[config.mk]
export PLATFORM = sky130hd
export DESIGN_NAME = mem_access_stage
export DESIGN_NICKNAME = d
export VERILOG_FILES = /design/src/rtl/mem_stage_pkg.sv /design/src/rtl/mem_load_align.sv /design/src/rtl/mem_access_stage.sv
export SDC_FILE = /design/constraint.sdc
export NUM_CORES = 1
export LEC_CHECK = 0
export BUFFER_PORTS_ARGS = -buffer_cell sky130_fd_sc_hd__buf_2
export CAP_MARGIN = 0
export CORE_UTILIZATION = 52
export CTS_BUF_LIST = sky130_fd_sc_hd__clkbuf_4 sky130_fd_sc_hd__clkbuf_8 sky130_fd_sc_hd__clkbuf_16
export DETAILED_ROUTE_END_ITERATION = 12
export GPL_TIMING_DRIVEN = 0
export HOLD_SLACK_MARGIN = 0.05
export PLACE_DENSITY = 0.79
export SLEW_MARGIN = 5
export SYNTH_ARGS = -nofsm -noshare
export SYNTH_HDL_FRONTEND = slang
export SYNTH_HIERARCHICAL = 1
export SYNTH_SLANG_ARGS = --single-unit
[constraint.sdc]
create_clock -name clk -period 2.4 [get_ports clk]
set_clock_uncertainty 0.05 [all_clocks]
set_input_delay 0.24 -clock clk [delete_from_list [all_inputs] [get_ports clk]]
set_output_delay 0.24 -clock clk [all_outputs]
set_load 0.1 [all_outputs]
[src/rtl/mem_stage_pkg.sv]
// Shared types for the data-memory access stage:
// FSM states, access size codes and unaligned store strobe tables.
package mem_stage_pkg;

  typedef enum logic [1:0] {
    ST_EMPTY = 2'd0,
    ST_ISSUE = 2'd1,
    ST_DONE  = 2'd2,
    ST_DRAIN = 2'd3
  } mem_state_e;

  localparam logic [1:0] SZ_BYTE = 2'b00;
  localparam logic [1:0] SZ_HALF = 2'b01;
  localparam logic [1:0] SZ_WORD = 2'b10;

  function automatic logic [3:0] swl_strb(input logic [1:0] a);
    logic [3:0] s;
    unique case (a)
      2'd0: s = 4'b0001;
      2'd1: s = 4'b0011;
      2'd2: s = 4'b0111;
      default: s = 4'b1111;
    endcase
    return s;
  endfunction

  function automatic logic [3:0] swr_strb(input logic [1:0] a);
    logic [3:0] s;
    unique case (a)
      2'd0: s = 4'b1111;
      2'd1: s = 4'b1110;
      2'd2: s = 4'b1100;
      default: s = 4'b1000;
    endcase
    return s;
  endfunction

  // Left/right and byte accesses can never be misaligned.
  function automatic logic misaligned(
    input logic [1:0] size,
    input logic [1:0] a,
    input logic       lr
  );
    return !lr && (((size == SZ_WORD) && (a != 2'b00)) ||
                   ((size == SZ_HALF) && a[0]));
  endfunction

endpackage

[src/rtl/mem_load_align.sv]
// Load data alignment: byte/half select with extension,
// and LWL/LWR merge of the read word into the old rt value.
module mem_load_align
  import mem_stage_pkg::*;
(
  input  logic [31:0] rdata_i,
  input  logic [31:0] rt_i,
  input  logic [1:0]  a_i,
  input  logic [1:0]  size_i,
  input  logic        unsign_i,
  input  logic        left_i,
  input  logic        right_i,
  output logic [31:0] result_o
);

  localparam logic [31:0] ONES = 32'hFFFF_FFFF;

  logic [4:0]  sh_l;
  logic [4:0]  sh_r;
  logic [31:0] rsh;
  logic [15:0] half_v;

  always_comb begin
    sh_l   = {~a_i, 3'b000};
    sh_r   = {a_i, 3'b000};
    rsh    = rdata_i >> sh_r;
    half_v = a_i[1] ? rdata_i[31:16] : rdata_i[15:0];
    result_o = rdata_i;
    if (left_i) begin
      result_o = (rdata_i << sh_l) | (rt_i & ~(ONES << sh_l));
    end else if (right_i) begin
      result_o = rsh | (rt_i & ~(ONES >> sh_r));
    end else if (size_i == SZ_BYTE) begin
      result_o = {{24{~unsign_i & rsh[7]}}, rsh[7:0]};
    end else if (size_i == SZ_HALF) begin
      result_o = {{16{~unsign_i & half_v[15]}}, half_v};
    end
  end

endmodule

[src/rtl/mem_access_stage.sv]
// MEM pipeline stage: holds one EXE result, runs the req/ack
// data-memory access and hands the write-back value to WB.
module mem_access_stage
  import mem_stage_pkg::*;
#(
  parameter int CHECK_ALIGN = 1
) (
  input  logic        clk,
  input  logic        resetn,
  input  logic        exe_valid,
  output logic        mem_allowin,
  input  logic        exe_load,
  input  logic        exe_store,
  input  logic [1:0]  exe_size,
  input  logic        exe_unsign,
  input  logic        exe_ls_left,
  input  logic        exe_ls_right,
  input  logic [31:0] exe_result,
  input  logic [31:0] exe_rt,
  input  logic        exe_wen,
  input  logic [4:0]  exe_wdest,
  input  logic [31:0] exe_pc,
  input  logic        flush,
  output logic        dm_req,
  output logic        dm_wr,
  output logic [31:0] dm_addr,
  output logic [3:0]  dm_wstrb,
  output logic [31:0] dm_wdata,
  input  logic        dm_ack,
  input  logic [31:0] dm_rdata,
  input  logic        wb_allowin,
  output logic        mem_to_wb_valid,
  output logic        mem_wen,
  output logic [4:0]  mem_wdest,
  output logic [31:0] mem_wdata,
  output logic [31:0] mem_pc,
  output logic        mem_adel,
  output logic        mem_ades,
  output logic [31:0] mem_badvaddr
);

  mem_state_e  state_q, state_d;
  logic        load_q, store_q, unsign_q;
  logic        left_q, right_q, wen_q;
  logic        adel_q, ades_q;
  logic [1:0]  size_q;
  logic [4:0]  wdest_q;
  logic [31:0] addr_q, rt_q, pc_q, wdata_q;

  logic        mis, capture, busy;
  mem_state_e  cap_state;
  logic [1:0]  a;
  logic [3:0]  st_strb;
  logic [31:0] st_data, ld_result;

  assign mis = (CHECK_ALIGN != 0) &&
               misaligned(exe_size, exe_result[1:0],
                          exe_ls_left | exe_ls_right);
  assign mem_allowin = (state_q == ST_EMPTY) ||
                       ((state_q == ST_DONE) && wb_allowin);
  assign capture   = exe_valid && mem_allowin && !flush;
  assign cap_state = ((exe_load || exe_store) && !mis) ?
                     ST_ISSUE : ST_DONE;

  always_comb begin
    state_d = state_q;
    unique case (state_q)
      ST_EMPTY: if (capture) state_d = cap_state;
      ST_ISSUE: begin
        if (flush)       state_d = dm_ack ? ST_EMPTY : ST_DRAIN;
        else if (dm_ack) state_d = ST_DONE;
      end
      ST_DONE: begin
        if (flush)           state_d = ST_EMPTY;
        else if (wb_allowin) state_d = capture ? cap_state : ST_EMPTY;
      end
      ST_DRAIN: if (dm_ack) state_d = ST_EMPTY;
      default: state_d = ST_EMPTY;
    endcase
  end

  always_ff @(posedge clk or negedge resetn) begin
    if (!resetn) begin
      state_q  <= ST_EMPTY;
      load_q   <= 1'b0;
      store_q  <= 1'b0;
      unsign_q <= 1'b0;
      left_q   <= 1'b0;
      right_q  <= 1'b0;
      wen_q    <= 1'b0;
      adel_q   <= 1'b0;
      ades_q   <= 1'b0;
      size_q   <= SZ_BYTE;
      wdest_q  <= 5'd0;
      addr_q   <= 32'd0;
      rt_q     <= 32'd0;
      pc_q     <= 32'd0;
      wdata_q  <= 32'd0;
    end else begin
      state_q <= state_d;
      if (capture) begin
        load_q   <= exe_load;
        store_q  <= exe_store;
        unsign_q <= exe_unsign;
        left_q   <= exe_ls_left;
        right_q  <= exe_ls_right;
        wen_q    <= exe_wen;
        adel_q   <= exe_load & mis;
        ades_q   <= exe_store & mis;
        size_q   <= exe_size;
        wdest_q  <= exe_wdest;
        addr_q   <= exe_result;
        rt_q     <= exe_rt;
        pc_q     <= exe_pc;
        wdata_q  <= exe_result;
      end else if (state_q == ST_ISSUE && dm_ack &&
                   !flush && load_q) begin
        wdata_q <= ld_result;
      end
    end
  end

  assign a = addr_q[1:0];

  always_comb begin
    st_strb = 4'b1111;
    st_data = rt_q;
    if (left_q) begin
      st_strb = swl_strb(a);
      st_data = rt_q >> {~a, 3'b000};
    end else if (right_q) begin
      st_strb = swr_strb(a);
      st_data = rt_q << {a, 3'b000};
    end else if (size_q == SZ_BYTE) begin
      st_strb = 4'b0001 << a;
      st_data = {4{rt_q[7:0]}};
    end else if (size_q == SZ_HALF) begin
      st_strb = a[1] ? 4'b1100 : 4'b0011;
      st_data = {2{rt_q[15:0]}};
    end
  end

  mem_load_align u_align (
    .rdata_i  (dm_rdata),
    .rt_i     (rt_q),
    .a_i      (a),
    .size_i   (size_q),
    .unsign_i (unsign_q),
    .left_i   (left_q),
    .right_i  (right_q),
    .result_o (ld_result)
  );

  // A draining access is already dead: hide it from hazard checks.
  assign busy = (state_q == ST_ISSUE) || (state_q == ST_DONE);

  assign dm_req   = (state_q == ST_ISSUE) || (state_q == ST_DRAIN);
  assign dm_wr    = store_q;
  assign dm_addr  = {addr_q[31:2], 2'b00};
  assign dm_wstrb = store_q ? st_strb : 4'b0000;
  assign dm_wdata = store_q ? st_data : 32'd0;

  assign mem_to_wb_valid = (state_q == ST_DONE);
  assign mem_wen      = busy && wen_q && !adel_q && !ades_q;
  assign mem_wdest    = busy ? wdest_q : 5'd0;
  assign mem_wdata    = wdata_q;
  assign mem_pc       = pc_q;
  assign mem_adel     = mem_to_wb_valid && adel_q;
  assign mem_ades     = mem_to_wb_valid && ades_q;
  assign mem_badvaddr = addr_q;

endmodule
Word level (Yosys, flattened, before mapping)

Index checks and enable logic that the tools add are counted.

Equal/unequal tests: 12
Shift-type cells: 7
Mux-type cells: 31
Bitwise logic cells: 13
Reduce and logical (&&, ||, !) cells: 31

Operators by type and width:

| kind                    | count |
|---|---|
| $mux W32                | 11 |
| $and A32 B32 Y32        | 2 |
| $not A32 Y32            | 2 |
| $or A32 B32 Y32         | 2 |
| $shl A32 B5 Y32         | 2 |
| $shr A32 B5 Y32         | 2 |
| $shl A32 B5 Y32 const A | 1 |
| $shr A32 B5 Y32 const A | 1 |
| $mux W4                 | 6 |
| $mux W2                 | 9 |
| $mux W16                | 1 |
| $logic_and A1 B1 Y1     | 15 |
| $pmux W4 S3             | 1 |
| $pmux W3 S3             | 1 |
| $eq A2 B1 Y1 const B    | 4 |
| $eq A2 B2 Y1 const B    | 4 |
| $pmux W2 S4             | 1 |
| $logic_not A2 Y1        | 3 |
| $ne A3 B3 Y1 const B    | 2 |
| $logic_not A1 Y1        | 5 |
| $logic_or A1 B1 Y1      | 5 |
| $mux W5                 | 1 |
| $and A1 B1 Y1           | 4 |
| $ne A2 B2 Y1 const B    | 2 |
| other kinds (6)         | 7 |

Bits in registers: 145
Output and inout bits: 176
Logic and storage cells: 109

Depth between registers and ports, before layout

Depth in word-level cells: 11
Mapped depth: 10
Depth with buffers taken out: 7

By module

Netlist, hierarchy kept.

Modules (own cells, without submodules):

| module           | instances | cells an instance | area each (sq um) | seq. area each (sq um) |
|---|---|---|---|---|
| mem_access_stage | 1         | 896               | 7771.2            | 3628.5 |
| mem_load_align   | 1         | 236               | 2030.7            | 0.0 |

Least setup slack after synthesis

OpenSTA, ideal clock, no wires.

Path kind: reg2out
Start: register addr_q[0], in the netlist mem_badvaddr[0]
End: output port dm_wdata[22]
Arrival: 3.276 ns
Data required time: 2.110 ns
Path slack: -1.166 ns
Stages on the path, launching flop included: 8
Buffers on the path: 3
Cell sequence: dfrtp_1 -> buf_4 -> buf_6 -> buf_2 -> nand3b_1 -> o21ai_0 -> a21oi_1 -> o22ai_1

Word-level cells in the longest chain between the ends: 4

Ends and longest elaborated chain:

| item                                                 | line                                             | source |
|---|---|---|
| from (decl)                                          | mem_access_stage.sv:48                           | `logic [31:0] addr_q, rt_q, pc_q, wdata_q;` |
| from (signal assigned)                               | mem_access_stage.sv:112                          | `addr_q <= exe_result;` |
| $shl A32 B5 Y32 / $not A2 Y2 (equally long branches) | mem_access_stage.sv:133, mem_access_stage.sv:130 |  |
| $mux W32 / $shr A32 B5 Y32 (equally long branches)   | mem_access_stage.sv:131, mem_access_stage.sv:130 |  |
| $mux W32 *                                           | mem_access_stage.sv:128                          | `if (left_q) begin` |
| $mux W32 *                                           | mem_access_stage.sv:161                          | `assign dm_wdata = store_q ? st_data : 32'd0;` |
| to (decl)                                            | mem_access_stage.sv:28                           | `output logic [31:0] dm_wdata,` |

Every way passes the cells marked *; elsewhere a longest branch is shown, timed or not.

Worst setup path after layout

Start: register addr_q[0], in the netlist mem_badvaddr[0]
End: output port dm_wdata[28]

The elaborated chain is that of the path after synthesis.

==> run summary <==
## Layout
- final-layout fill cell count: 1013
- number of nets in the final layout: 1752
- area of all placed cells without fillers: 15300 µm²
- final std cells w/o fill: 1843
- signed area change from the synthesized netlist to the final layout: 56.06%
- fraction of final layout cells sized beyond drive strength 1: 41.54%
- core occupancy in the finished layout: 84.01%

## STA
- Worst Setup Slack, final: -226.8 ps
- worst rel slew slack: 52.32%
- number of pins exceeding their max-slew limit in the final report: 0
- final period demand of the worst path: 2627 ps
- setup tns final: -3404 ps
- post-route clock period utilization: 109.5%
- slew at the pin closest to its max-slew limit: 715.2 ps
- Fin. Hold Viols: 0
- unrepaired setup endpoints after global routing: yes
- Max Freq: 380.7 MHz
- final setup fails: 34

## Setup path
- most frequent CP cell: buf_12
- Setup CP Type: register to primary output
- list of cells traversed by the critical path: buf_12, buf_12, buf_16, mux2i_4, mux2i_4, a22oi_2, a21boi_4, buf_12
- Req. time, crit path: 2110 ps
- sort of element at the end of the critical path: primary output
- arrival time at the worst endpoint: 2340 ps
- critical path peak fanout: 7
- slowest cell on the critical path: dfrtp_4
- Critical Path Source Type: register
- slowest cell delay on critical path: 490 ps

## Placed design
- routability congestion estimate from global placement: 1.014
- post-detailed-placement half-perimeter wirelength: 27560 µm
- IO buf count: 320
- number of cells after detailed placement: 1683
- placed cell area: 12100 µm²

## Logic synthesis
- Syn Area/Cell: 8.659 µm²
- share of flip-flops with an asynchronous set or reset: 100.0%
- prevailing post-synth register cell: dfrtp_1
- portion of the post-synthesis area used by sequential elements: 37.02%
- Post-synth EDFFs: 0
- number of flip-flops and latches in the synthesized netlist: 145
- Mapped Cells: 1132
- number of warning messages in the yosys log: 6
- combined area of all synthesized cells: 9802 µm²
- number of library cell types mapped by synthesis: 61

## Clock network
- worst-case clock buffer depth: 2
- clock tree from TritonCTS: built
- H-tree level count: 4
- Num CTS Buffers: 17
- Clock Pin Slew Worst Setup and Hold Paths: 70 ps
- latest clock arrival within the worst-skew pair: 430 ps
- Num Clock Sinks: 145
- master cell of the clock root buffer: clkbuf_16

## Floorplanning
- y dimension of the die: 139.3 µm
- initial cell density of the core: 53.83%
- # rows: 49
- I/O pin cnt: 323
- CORE AREA: 18210 µm²
- Die Width: 139.3 µm
- overall die area: 19400 µm²

## GRT
- GRT overflow: 0
- first-pass GRT wire length: 64340 µm
- antenna violations before repair: 0
- pin count of the biggest net entering global routing: 94
- GRT Resource Usage Total: 43.42%
- number of global-route vias before repair: 11.63k

## Detailed routing
- starting DRC count in detailed routing: 1331
- Pre-antenna DRT Iters: 10
- post-detailed-route DRC marker count: 2
- vias post-DR: 11.64k
- Via density: 6.315
- average wire per standard cell: 24.05 µm
- Routed WL: 44320 µm
- DRT antenna net count: 0

## Hold path
- min-delay worst type: input pin to register

## Run status
- violations in the final reports: DRC, setup timing
- status: finished with violations

## Job
- max-cap check violation count: 0

==> cell type report <==
class / instances / area (µm²) / area share [%]
Antenna cell: 1 / 2.502 / 0.01636
Buffer: 111 / 805.8 / 5.267
Clock buffer: 17 / 425.4 / 2.781
Clock inverter: 15 / 211.5 / 1.382
Inverter: 14 / 60.06 / 0.3926
Multi-Input combinational cell: 861 / 6437 / 42.08
Sequential cell: 145 / 3641 / 23.80
Tap cell: 229 / 286.5 / 1.873
Timing Repair Buffer: 450 / 3427 / 22.40
==> sequential cells by signal, summed over array words and instances, names as in the netlist <==
| register | flops |
|---|---|
| wdest_q | 5 |
| dm_wr | 1 |
| right_q | 1 |
| mem_wdata | 32 |
| ades_q | 1 |
| rt_q | 32 |
| load_q | 1 |
| size_q | 2 |
| mem_badvaddr | 32 |
| wen_q | 1 |
| state_q | 2 |
| adel_q | 1 |
| unsign_q | 1 |
| left_q | 1 |
| mem_pc | 32 |
==> what timing repair did <==
action | 4_1_cts | 5_1_grt
hold buffers | 109 | 0
endpoints found under the setup margin | 45 | 57
hold endpoints to repair | 191 | 0
buffers inserted | 12 | 7
gates resized for setup | 238 | 95
gates cloned | 3 | 0
pin swaps | 33 | 21
==> cells in the final DEF (no fill, tap or decap), drive strengths merged, types with 35 or more instances in the layout <==
cell / n
mux2i: 117
clkbuf: 39
o21ai: 76
a21oi: 38
nand2: 369
dfrtp: 145
mux2: 37
dlygate4sd3: 109
nor2: 35
buf: 430
==> Yosys cell counts, types with 13 or more instances <==
cell	count	area, µm²
nor2_1	31	116.4
clkbuf_1	21	78.83
a21oi_1	37	185.2
mux2_2	36	405.4
mux2i_1	117	1171
a22oi_1	30	225.2
mux4_2	17	382.9
dfrtp_1	145	3628
nand2_1	367	1378
a221o_1	13	130.1
buf_2	38	190.2
buf_4	46	345.3
nor2b_1	17	106.4
o21ai_0	64	320.3
==> kinds of logic (layout without fill, tap and decap cells) <==
group	after synthesis	in the layout	share of synthesized area [%]
and+or+nand+nor	469	470	20.10
AOI/OAI and AO/OA	212	212	14.28
muxes	171	171	20.14
DFF	145	145	37.02
buffers and inverters	128	607	7.685
adders and majority gates	5	5	0.6382
other	1	3	0.03826
xor gates and xnor gates	1	1	0.08937
==> worst max-delay path, delay by kind of cell, from the launching register on <==
kind	cells	cell delay, ps
buffers and inverters	4	610
DFF	1	490
muxes	2	450
AOI/OAI and AO/OA	2	360
==> path summary, 6_finish.rpt <==
kind | cells past startpoint | start | slack (ps) | end
worst max register to register | 9 | mem_badvaddr[1] | -10 | mem_wdata[6]
max in group asynchronous | 3 | resetn | 1120 | mem_badvaddr[0]
worst min register to register | 2 | wdest_q[1] | 430 | wdest_q[1]
min in group asynchronous | 2 | resetn | 300 | mem_badvaddr[14]
worst min-delay path | 3 | exe_result[1] | 60 | mem_badvaddr[1]
worst max-delay path | 8 | mem_badvaddr[0] | -230 | dm_wdata[28]
==> metal layers <==
layer / vias up / global-route usage [%] / routed length [µm]
li1: 4849 / - / -
met1: 5523 / 50.24 / 15680
met2: 972 / 71.73 / 20710
met3: 295 / 9.360 / 4430
met4: 0 / 31.11 / 3499
met5: - / 0 / 0
==> stage by stage <==
stage | hold slack, ps | setup WS [ps]
final | 63.93 | -226.8
after global routing | 69.15 | -285.7
after global placement | 378.7 | -1578
after floorplan | -105.6 | -245.2
after detailed placement | 187.4 | -482.6
after CTS | 60.09 | -132.9
Power is left out: the tool's default activity adds up to more than one toggle a clock period on the data nets, which glitch-free logic cannot reach.
